==> src/rtl/mem_bank_pkg.sv <==
// Shared types and constants for the parametrised data memory bank.
// No logic; widths default to the legacy 16x16 memory.
// Control FSM opcodes live here so port steering stays in the CPU controller.
package mem_bank_pkg;

    parameter int DATA_W_DEF = 16;
    parameter int ADDR_W_DEF = 4;

    typedef enum logic {
        IDLE,
        CLEAR
    } state_t;

    typedef enum logic [1:0] {
        OP_NOP,
        OP_READ,
        OP_STORE,
        OP_CLEAR
    } cpu_op_t;

endpackage

==> src/rtl/mem_clear_seq.sv <==
// Bulk-clear sequencer: sweeps every address once, one word per cycle.
// Latency: busy from the cycle after accept; clr_done DEPTH+1 cycles after accept.
// Backpressure: clr_req is ignored while a sweep runs; the sweep is never restarted.
module mem_clear_seq
    import mem_bank_pkg::*;
#(
    parameter int ADDR_W = ADDR_W_DEF
) (
    input  logic              clk,
    input  logic              rst_n,
    input  logic              clr_req,
    output logic [ADDR_W-1:0] clr_addr,
    output logic              clr_we,
    output logic              busy,
    output logic              clr_done
);

    state_t            state, state_nxt;
    logic [ADDR_W-1:0] cnt, cnt_nxt;
    logic              done_nxt;

    always_ff @(posedge clk or negedge rst_n) begin
        if (!rst_n) begin
            state    <= IDLE;
            cnt      <= '0;
            clr_done <= 1'b0;
        end else begin
            state    <= state_nxt;
            cnt      <= cnt_nxt;
            clr_done <= done_nxt;
        end
    end

    always_comb begin
        state_nxt = state;
        cnt_nxt   = cnt;
        done_nxt  = 1'b0;
        case (state)
            IDLE: begin
                if (clr_req) begin
                    state_nxt = CLEAR;
                    cnt_nxt   = '0;
                end
            end
            CLEAR: begin
                // Counter wraps to zero naturally after the last address.
                cnt_nxt = cnt + ADDR_W'(1);
                if (cnt == {ADDR_W{1'b1}}) begin
                    state_nxt = IDLE;
                    done_nxt  = 1'b1;
                end
            end
            default: state_nxt = IDLE;
        endcase
    end

    assign clr_we   = (state == CLEAR);
    assign busy     = (state == CLEAR);
    assign clr_addr = cnt;

endmodule

==> src/rtl/mem_bank_param.sv <==
// Parametrised data memory: two registered read ports, one write port, bulk clear.
// Latency: read data and rd_valid/wr_done one cycle after accept; write-first forwarding.
// Backpressure: none in IDLE; all requests dropped silently while busy.
module mem_bank_param
    import mem_bank_pkg::*;
#(
    parameter int              DATA_W  = DATA_W_DEF,
    parameter int              ADDR_W  = ADDR_W_DEF,
    parameter logic [DATA_W-1:0] CLR_VAL = '0
) (
    input  logic              clk,
    input  logic              rst_n,
    input  logic              rd_req,
    input  logic [ADDR_W-1:0] rd_addr_a,
    input  logic [ADDR_W-1:0] rd_addr_b,
    output logic [DATA_W-1:0] rd_data_a,
    output logic [DATA_W-1:0] rd_data_b,
    output logic              rd_valid,
    input  logic              wr_req,
    input  logic [ADDR_W-1:0] wr_addr,
    input  logic [DATA_W-1:0] wr_data,
    output logic              wr_done,
    input  logic              clr_req,
    output logic              clr_done,
    output logic              busy
);

    localparam int DEPTH = 2**ADDR_W;

    logic [DATA_W-1:0] mem [DEPTH];
    logic [ADDR_W-1:0] clr_addr;
    logic              clr_we;
    logic              rd_acc, wr_acc;

    mem_clear_seq #(.ADDR_W(ADDR_W)) u_clr (
        .clk      (clk),
        .rst_n    (rst_n),
        .clr_req  (clr_req),
        .clr_addr (clr_addr),
        .clr_we   (clr_we),
        .busy     (busy),
        .clr_done (clr_done)
    );

    // A clear accepted on the same edge wins over the write; the read still runs.
    assign rd_acc = rd_req && !busy;
    assign wr_acc = wr_req && !busy && !clr_req;

    // Array is deliberately not reset: contents survive (or half-survive) a reset.
    always_ff @(posedge clk) begin
        if (clr_we) begin
            mem[clr_addr] <= CLR_VAL;
        end else if (wr_acc) begin
            mem[wr_addr] <= wr_data;
        end
    end

    always_ff @(posedge clk or negedge rst_n) begin
        if (!rst_n) begin
            rd_data_a <= '0;
            rd_data_b <= '0;
            rd_valid  <= 1'b0;
            wr_done   <= 1'b0;
        end else begin
            rd_valid <= rd_acc;
            wr_done  <= wr_acc;
            if (rd_acc) begin
                rd_data_a <= (wr_acc && wr_addr == rd_addr_a) ? wr_data : mem[rd_addr_a];
                rd_data_b <= (wr_acc && wr_addr == rd_addr_b) ? wr_data : mem[rd_addr_b];
            end
        end
    end

endmodule

==> config.mk <==
export PLATFORM = sky130hd
export DESIGN_NAME = mem_bank_param
export DESIGN_NICKNAME = d
export VERILOG_FILES = /design/src/rtl/mem_bank_pkg.sv /design/src/rtl/mem_clear_seq.sv /design/src/rtl/mem_bank_param.sv
export SDC_FILE = /design/constraint.sdc
export NUM_CORES = 1
export LEC_CHECK = 0
export BUFFER_PORTS_ARGS = -buffer_cell sky130_fd_sc_hd__buf_2
export CAP_MARGIN = 10
export CORE_MARGIN = 1
export CORE_UTILIZATION = 40
export CTS_CLUSTER_SIZE = 10
export DETAILED_ROUTE_END_ITERATION = 7
export GPL_ROUTABILITY_DRIVEN = 0
export GPL_TIMING_DRIVEN = 1
export HOLD_SLACK_MARGIN = 0.15
export PLACE_DENSITY_LB_ADDON = 0.05
export SKIP_CTS_REPAIR_TIMING = 1
export SYNTH_ARGS = -nofsm -noshare
export SYNTH_HDL_FRONTEND = slang
export SYNTH_HIERARCHICAL = 1
export SYNTH_SLANG_ARGS = --single-unit
export TNS_END_PERCENT = 50
==> constraint.sdc <==
create_clock -name clk -period 4.3 [get_ports clk]
set_clock_uncertainty 0.15 [all_clocks]
set_input_delay 0.215 -clock clk [delete_from_list [all_inputs] [get_ports clk]]
set_output_delay 0.215 -clock clk [all_outputs]
set_load 0.05 [all_outputs]
==> reports/metrics.yaml, run 1 <==
status: "finished clean"
leakagePower_nw: 5.703
crit_end: "mem[2][1]"
syn_nets: 767
synthDominantCellAreaShare_pct: 56.04
clk_pin_slew_ns: 0.06
fmax_mhz: 318.3
drc_errors: 0
dieArea_um2: 35040
tns_ns: 0
yosys_register_bits: 296
cts_tree: "built"
slew_headroom_pct: 15.53
cts.sink_count: 296
antenna_found_initial: 0
grt_usage_pct: 23.89
synth_edf_count: 256
clock_path_buffers: 3
finalSetupViolCount: 0
slowest_delay_ns: 0.71
rr_endpoint: "mem[2][1]"
cp_slowest_cell: "nor4b_4"
min_period_over_period_pct: 73.06
vdd_drop_max_uv: 427.9
power_density_nw_per_um2: 579.9
yosysTopAreaCell: "edfxtp_1"
cp_cell_sequence: "nor4b_4, a31oi_1, nor2_2, buf_4"
final_layout_size_suffix_gt1_share_pct: 31.91
grt_max_degree: 65
wl_per_cell_um: 31.20
cp_num_cells: 4
critPathRequiredTime_ns: 4.33
end_kind: "flip-flop"
total_power_mw: 9.205
setup.worst_path.start_class: "flip-flop"
worstPathArrival_ns: 3.17
syn_area_um2: 13720
start_util_pct: 40.81
dr.first_iter.drc_count: 707
synth_cell_types: 37
worst-r2r-setup-slack_ns: 1.16
ioPinCount: 69
grt_pass1_vias: 8480
postSynth.asyncResetShare_pct: 13.51
fp-row-count: 67
critical_path_class: "reg -> reg"
cpLargestDelayFamily: "simple AND/OR/NAND/NOR gates"
drt_first_pass_iters: 4
numCtsBuffers: 36
h-tree-depth: 2
yosysMostFrequentCell: "edfxtp_1"
maxSlewViolCount: 0
io_buffers: 68
grt_pass1_wl_mm: 59.48
clk_latency_ns: 0.50
place_hpwl_mm: 24.82
critical_path_buf_inv_count: 1
area_growth_pct: 15.71
vias: 8092
routed_wl_mm: 41.06
synth_warnings: 6
netlist_instances: 733
synthFlopType: "edfxtp_1"
worstSetupStartpoint: "u_clr/busy"
synth_area_leaders: "edfxtp_1 56%, mux4_2 16%, dfrtp_1 7.3%"
layout.nets: 879
yosysSeqAreaShare_pct: 63.33
fp.dieW_um: 187.2
cap_violations: 0
synth.avg_cell_area_um2: 18.72
rsz0062_at_grt: "no"
timing_hold_violations_final: 0
cts-root-buf: "clkbuf_16"
synth_commonest_cells: "256 x edfxtp_1, 100 x mux4_2, 65 x a22oi_1"
core-area_um2: 33620
antennaDiodeCount: 0
min_period_ns: 3.142
overflow: 0
reg2reg_from: "u_clr/busy"
die_y_um: 187.2
ant_nets: 0
worstRegToRegCells: 4
worstHoldPathType: "in -> async"
crit_fanout: 18
via_per_inst: 6.149
finish.utilization_pct: 47.22
tightest_slew_ns: 1.261
sequential cells by signal, indices dropped and copies added, names as in the netlist:
signal,cells
mem,256
wr_done,1
u_clr/busy,1
rd_valid,1
rd_data_a,16
rd_data_b,16
u_clr/clr_addr,4
u_clr/clr_done,1
worst register-to-register path, cell delays in order (launching register included):
cell	delay, ns
dfrtp_1	0.62
nor4b_4	0.71
a31oi_1	0.33
nor2_2	0.62
buf_4	0.39
through the flow:
stage | hold WS (ns) | setup WS (ns) | instance area [um2] | cells
2_1_floorplan | -0.2306 | 1.287 | 13720 | 733
3_3_place_gp | 0.2242 | 1.270 | 14660 | 1236
3_5_place_dp | 0.2269 | 1.127 | 14660 | 1236
4_1_cts | -0.2999 | 1.112 | 15680 | 1297
5_1_grt | 0.2591 | 0.9144 | 15870 | 1316
6_report | 0.2313 | 1.158 | 15870 | 1316
cell families after synthesis:
group,share of synthesized area [%]
adders and majority gates,0.09119
muxes,21.83
xor gates and xnor gates,0.6385
DFF,63.33
and+or+nand+nor,4.989
AOI/OAI and AO/OA,6.476
buffers and inverters,2.645
placed cells by master, fill, tap and decap left out, types with 2 or more instances in the layout:
cell type / n
edfxtp_1: 256
mux4_2: 100
buf_2: 66
a22oi_1: 65
and2_1: 50
buf_4: 42
dfrtp_1: 40
clkbuf_16: 37
nand2_1: 35
a221o_1: 32
mux4_1: 25
clkbuf_1: 20
dlygate4sd3_1: 19
nor2_2: 17
xor2_1: 9
nor2_1: 7
a31oi_1: 6
inv_1: 4
nor2b_2: 4
and3_1: 3
nand2b_1: 3
mux4_4: 3
clkinv_1: 3
nor2b_1: 2
nor3b_1: 2
nor4_1: 2
a21oi_2: 2
metal layers:
layer	wire (um)	up-vias	share of wire [%]	global-route usage, %
met5	0	-	0	0
met4	1025	0	2.5	7.030
met3	3735	64	9.1	6.079
met2	18640	381	45	36.32
met1	17650	4308	43	33.97
li1	-	3339	-	-
final cells by class:
type | instances | area (um2)
flip-flops and latches | 296 | 8688
multi-input cells | 379 | 4736
clock inverters | 4 | 16.27
fillers | 2881 | 17740
inverters | 4 | 15.01
repair buffers | 128 | 855.8
clock buffers | 57 | 1001
well taps | 448 | 560.5
power by group:
part           leakage [nW]  internal (mW)  switching [mW]
sequential             2.95           3.75           0.301
clock                 0.488           1.58            1.11
combinational          2.26          0.853            1.61
total                  5.70           6.18            3.02
worst min path at each step:
stage           from             to  slack [ns]  cells after the start
2_1_floorplan  rst_n   rd_data_a[0]       -0.23                      0
3_3_place_gp   rst_n  rd_data_a[14]        0.22                      2
3_5_place_dp   rst_n  rd_data_a[14]        0.23                      2
4_1_cts        rst_n  rd_data_a[14]       -0.30                      2
5_1_grt        rst_n  rd_data_a[14]        0.26                      3
6_report       rst_n  rd_data_a[14]        0.23                      3
No activity file was read; power rests on OpenSTA's default activity.
==> run 2: changes to the inputs <==
==> constraint.sdc (replaced) <==
create_clock -name clk -period 2.9 [get_ports clk]
set_clock_uncertainty 0.15 [all_clocks]
set_input_delay 0.145 -clock clk [delete_from_list [all_inputs] [get_ports clk]]
set_output_delay 0.145 -clock clk [all_outputs]
set_load 0.05 [all_outputs]
==> reports/metrics.yaml, run 2 (same netlist as run 1, synthesis figures left out) <==
largest_reg_flops: 256  # unchanged
seqPwrFrac_pct: 42.8  # was 44.0%
drc_errors: 0  # unchanged
die_y_um: 187.2  # unchanged
switchingPower_mw: 4.591  # was 3.022 mW
timing_hold_violations_final: 0  # unchanged
critical_path_buf_inv_count: 3  # was 1
finish.cell_count_without_fillers: 1334  # was 1316
clock_path_buffers: 3  # unchanged
tns_ns: 0  # unchanged
slew_headroom_pct: 18.41  # was 15.53%
vias: 8336  # was 8092
cap_violations: 0  # unchanged
rsz0062_at_grt: "no"  # unchanged
total_power_mw: 13.94  # was 9.205 mW
setup.worst_path.start_class: "flip-flop"  # unchanged
io_buffers: 68  # unchanged
wl_per_cell_um: 31.33  # was 31.20 um
ioPinCount: 69  # unchanged
ant_nets: 0  # unchanged
p_int_mw: 9.352  # was 6.183 mW
grt_pass1_vias: 8619  # was 8480
maxSlewViolCount: 0  # unchanged
cp_cell_sequence: "nor4b_4, buf_4, buf_4, a31oi_1, nor2_2, buf_4"  # was nor4b_4, a31oi_1, nor2_2, buf_4
critical_path_class: "reg -> reg"  # unchanged
p_clk_share_pct: 30.3  # was 29.3%
place_area_um2: 14790  # was 14660 um2
min_period_over_period_pct: 86.30  # was 73.06%
dieArea_um2: 35040  # unchanged
dp.cells: 1245  # was 1236
worstPathArrival_ns: 2.52  # was 3.17 ns
cts.sink_count: 296  # unchanged
clk_latency_ns: 0.52  # was 0.50 ns
antennaDiodeCount: 0  # unchanged
overflow: 0  # unchanged
via_per_inst: 6.249  # was 6.149
crit_fanout: 16  # was 18
antenna_found_initial: 0  # unchanged
numCtsBuffers: 37  # was 36
start_util_pct: 40.81  # unchanged
grt_pass1_wl_mm: 59.95  # was 59.48 mm
place_hpwl_mm: 24.96  # was 24.82 mm
area_growth_pct: 17.53  # was 15.71%
grt_max_degree: 65  # unchanged
critPathRequiredTime_ns: 2.92  # was 4.33 ns
min_period_ns: 2.503  # was 3.142 ns
finalSetupViolCount: 0  # unchanged
end_kind: "flip-flop"  # unchanged
slowest_delay_ns: 0.46  # was 0.71 ns
top_register: "mem"  # unchanged
cts-root-buf: "clkbuf_16"  # unchanged
final_common_cell: "edfxtp_1"  # unchanged
fp.dieW_um: 187.2  # unchanged
nFillCells: 2812  # was 2881
leakagePower_nw: 5.832  # was 5.703 nW
fp-row-count: 67  # unchanged
cts_tree: "built"  # unchanged
holdWs_ns: 0.2805  # was 0.2313 ns
finish.utilization_pct: 47.96  # was 47.22%
power_density_nw_per_um2: 864.8  # was 579.9 nW/um2
final_cell_mix: "256 x edfxtp_1, 100 x mux4_2, 66 x buf_2, 65 x a22oi_1, 50 x and2_1"  # unchanged
worst_slack_ns: 0.3973  # was 1.158 ns
status: "finished clean"  # unchanged
dr.first_iter.drc_count: 926  # was 707
grt_usage_pct: 24.15  # was 23.89%
tightest_slew_ns: 1.224  # was 1.261 ns
comb_power_share_pct: 26.9  # was 26.8%
h-tree-depth: 2  # unchanged
routed_wl_mm: 41.79  # was 41.06 mm
core-area_um2: 33620  # unchanged
final_layout_size_suffix_gt1_share_pct: 32.96  # was 31.91%
top_regs: "mem x256, rd_data_a x16, rd_data_b x16"  # unchanged
fmax_mhz: 399.6  # was 318.3 MHz
drt_first_pass_iters: 5  # was 4
crit_top_cell: "buf_4"
cp_slowest_cell: "dfrtp_1"  # was nor4b_4
layout.nets: 892  # was 879
dp_slack_ns: 0.4429  # was 1.127 ns
worstHoldPathType: "in -> reg"  # was in -> async
vdd_drop_max_uv: 439.2  # was 427.9 uV
final_area_um2: 16120  # was 15870 um2
clk_pin_slew_ns: 0.06  # about the same
p_sw_share_pct: 32.93  # was 32.83%
cpLargestDelayFamily: "buffers and inverters"  # was simple AND/OR/NAND/NOR gates
run 2: changes by cell type in the layout (fill, tap and decap cells not counted), sizes merged:
cell	delta
buf	+10
dlygate4sd3	+2
inv	+1
clkbuf	+4
clkinv	+1
run 2: final timing paths:
kind / startpoint / endpoint / cells after the start / slack (ns)
hold reg to reg: rd_data_a[6] / rd_data_a[6] / 2 / 0.43
setup / recovery: u_clr/busy / mem[3][3] / 6 / 0.40
max in group asynchronous: rst_n / rd_data_b[5] / 4 / 1.62
setup reg to reg: u_clr/busy / mem[3][3] / 6 / 0.40
min in group asynchronous: rst_n / rd_data_a[12] / 4 / 0.61
hold / removal: wr_data[7] / rd_data_a[7] / 3 / 0.28
run 2: cell type report:
cell class,instances,area [um2],share of cell area (%)
flip-flops and latches,296,8688,53.89
multi-input cells,379,4733,29.36
clock inverters,6,42.54,0.2639
inverters,4,15.01,0.09312
repair buffers,140,1026,6.363
well taps,448,560.5,3.477
clock buffers,61,1057,6.557
run 2: worst min-delay path, stage by stage:
cell           delay [ns]
dlygate4sd3_1        0.51
buf_2                0.12
a221o_1              0.14
run 2: per-layer routing:
metal | track usage (%) | wire [um] | vias up
met5 | 0 | 0 | -
met3 | 5.441 | 3650 | 68
li1 | - | - | 3373
met4 | 6.873 | 936 | 0
met1 | 34.75 | 17980 | 4476
met2 | 36.93 | 19230 | 419
run 2: power by group through the flow:
stage | sequential, mW | clock, mW | combinational, mW
2_1_floorplan | 6.73 | 0 | 1.63
3_3_place_gp | 5.99 | 0 | 3.70
3_5_place_dp | 6.04 | 0 | 3.72
4_1_cts | 5.97 | 4.29 | 3.74
5_1_grt | 6.06 | 4.47 | 3.93
6_report | 5.97 | 4.22 | 3.75
==> run 3: changes to the inputs <==
--- a/config.mk
+++ b/config.mk
@@ -7,7 +7,7 @@
 export LEC_CHECK = 0
 export BUFFER_PORTS_ARGS = -buffer_cell sky130_fd_sc_hd__buf_2
 export CAP_MARGIN = 10
-export CORE_MARGIN = 1
+export CORE_MARGIN = 5
 export CORE_UTILIZATION = 40
 export CTS_CLUSTER_SIZE = 10
 export DETAILED_ROUTE_END_ITERATION = 7
@@ -20,4 +20,3 @@
 export SYNTH_HDL_FRONTEND = slang
 export SYNTH_HIERARCHICAL = 1
 export SYNTH_SLANG_ARGS = --single-unit
-export TNS_END_PERCENT = 50
==> reports/metrics.yaml, run 3 (same netlist as run 1, synthesis figures left out) <==
status: "finished clean"  # unchanged
routed_wl_mm: 40.50  # was 41.79 mm
finalSetupViolCount: 0  # unchanged
setup.worst_path.start_class: "flip-flop"  # unchanged
dr.first_iter.drc_count: 774  # was 926
layout.nets: 898  # was 892
critical_path_class: "reg -> reg"  # unchanged
p_clk_share_pct: 30.0  # was 30.3%
clk_latency_ns: 0.52  # about the same
cts-root-buf: "clkbuf_16"  # unchanged
area_growth_pct: 18.00  # was 17.53%
vias: 8155  # was 8336
timing_hold_violations_final: 0  # unchanged
worst_slack_ns: 0.3753  # was 0.3973 ns
grt_usage_pct: 21.28  # was 24.15%
nFillCells: 2857  # was 2812
cts_tree: "built"  # unchanged
grt_pass1_vias: 8737  # was 8619
fp-row-count: 67  # unchanged
p_int_mw: 9.405  # was 9.352 mW
h-tree-depth: 2  # unchanged
drt_first_pass_iters: 7  # was 5
start_util_pct: 40.71  # was 40.81%
ant_nets: 0  # unchanged
p_sw_share_pct: 32.49  # was 32.93%
largest_reg_flops: 256  # unchanged
via_per_inst: 6.086  # was 6.249
total_power_mw: 13.93  # was 13.94 mW
switchingPower_mw: 4.527  # was 4.591 mW
dieArea_um2: 38100  # was 35040 um2
seqPwrFrac_pct: 42.8  # about the same
dp.cells: 1255  # was 1245
top_regs: "mem x256, rd_data_a x16, rd_data_b x16"  # unchanged
place_area_um2: 14910  # was 14790 um2
worstPathArrival_ns: 2.55  # was 2.52 ns
tns_ns: 0  # unchanged
core-area_um2: 33700  # was 33620 um2
antennaDiodeCount: 0  # unchanged
die_y_um: 195.2  # was 187.2 um
fp.dieW_um: 195.2  # was 187.2 um
top_register: "mem"  # unchanged
final_common_cell: "edfxtp_1"  # unchanged
min_period_over_period_pct: 87.06  # was 86.30%
crit_fanout: 11  # was 16
place_hpwl_mm: 25.59  # was 24.96 mm
slew_headroom_pct: 13.48  # was 18.41%
finish.cell_count_without_fillers: 1340  # was 1334
clock_path_buffers: 3  # unchanged
grt_max_degree: 65  # unchanged
comb_power_share_pct: 27.2  # was 26.9%
tightest_slew_ns: 1.298  # was 1.224 ns
worst-r2r-setup-slack_ns: 0.38  # was 0.40 ns
io_buffers: 68  # unchanged
final_cell_mix: "256 x edfxtp_1, 100 x mux4_2, 66 x buf_2, 65 x a22oi_1, 52 x buf_4"  # was 256 x edfxtp_1, 100 x mux4_2, 66 x buf_2, 65 x a22oi_1, 50 x and2_1
grt_pass1_wl_mm: 60.19  # was 59.95 mm
clk_pin_slew_ns: 0.06  # about the same
final_layout_size_suffix_gt1_share_pct: 33.07  # was 32.96%
overflow: 0  # unchanged
drc_errors: 0  # unchanged
wl_per_cell_um: 30.23  # was 31.33 um
final_area_um2: 16190  # was 16120 um2
end_kind: "flip-flop"  # unchanged
rsz0062_at_grt: "no"  # unchanged
power_density_nw_per_um2: 860.6  # was 864.8 nW/um2
cts.sink_count: 296  # unchanged
fmax_mhz: 396.1  # was 399.6 MHz
leakagePower_nw: 5.865  # was 5.832 nW
antenna_found_initial: 0  # unchanged
cap_violations: 0  # unchanged
numCtsBuffers: 36  # was 37
maxSlewViolCount: 0  # unchanged
vdd_drop_max_uv: 430.4  # was 439.2 uV
ioPinCount: 69  # unchanged
min_period_ns: 2.525  # was 2.503 ns
dp_slack_ns: 0.4647  # was 0.4429 ns
worstHoldPathType: "in -> reg"  # unchanged
critPathRequiredTime_ns: 2.92  # about the same
run 3: cell count changes in the layout (fill, tap and decap cells not counted):
cell,before,now
buf_4,46,52
nor2b_1,2,6
nor2b_2,4,0
buf_12,7,10
clkbuf_1,21,23
dlygate4sd3_1,21,19
clkinv_1,2,1
clkinv_2,2,1
inv_6,1,0
run 3: power by group through the flow:
stage	sequential (mW)	combinational [mW]	clock, mW
after floorplan	6.73	1.63	0
final	5.96	3.79	4.18
after global placement	5.99	3.76	0
after CTS	5.96	3.80	4.27
after detailed placement	6.04	3.78	0
after global routing	6.05	4.00	4.46
run 3: metrics by stage:
step,util (%),hold slack [ns]
2_1_floorplan,-,-0.3006
3_3_place_gp,44.24,0.2357
3_5_place_dp,44.24,0.2483
4_1_cts,47.47,-0.2989
5_1_grt,48.04,0.1916
6_report,48.04,0.1783
run 3: worst paths after layout:
kind	startpoint	endpoint	cells after the start
hold / removal	rd_req	rd_data_a[1]	4
min in group asynchronous	rst_n	rd_data_a[11]	2
max in group asynchronous	rst_n	u_clr/clr_addr[0]	2
setup / recovery	u_clr/busy	mem[15][15]	5
setup reg to reg	u_clr/busy	mem[15][15]	5
hold reg to reg	rd_data_a[12]	rd_data_a[12]	2
run 3: worst max-delay path, cell delays in order, from the launching register on:
cell	delay [ns]
dfrtp_1	0.45
buf_4	0.20
nor3b_2	0.51
a31oi_1	0.34
nor2_2	0.21
buf_4	0.32
run 3: layout make-up:
class | count | area (um2) | area share [%]
multi-input cells | 379 | 4723 | 29.18
well taps | 448 | 560.5 | 3.463
clock inverters | 3 | 25.02 | 0.1546
repair buffers | 147 | 1111 | 6.864
inverters | 4 | 15.01 | 0.09275
clock buffers | 63 | 1065 | 6.578
flip-flops and latches | 296 | 8688 | 53.67
run 3: layer usage:
metal	global-route usage (%)	share of wire [%]	routed length, um	up-vias
met5	0	0	0	-
met4	5.870	2.7	1080	0
met3	4.032	6.9	2786	69
met2	35.30	49	20030	347
met1	29.07	41	16600	4357
li1	-	-	-	3382
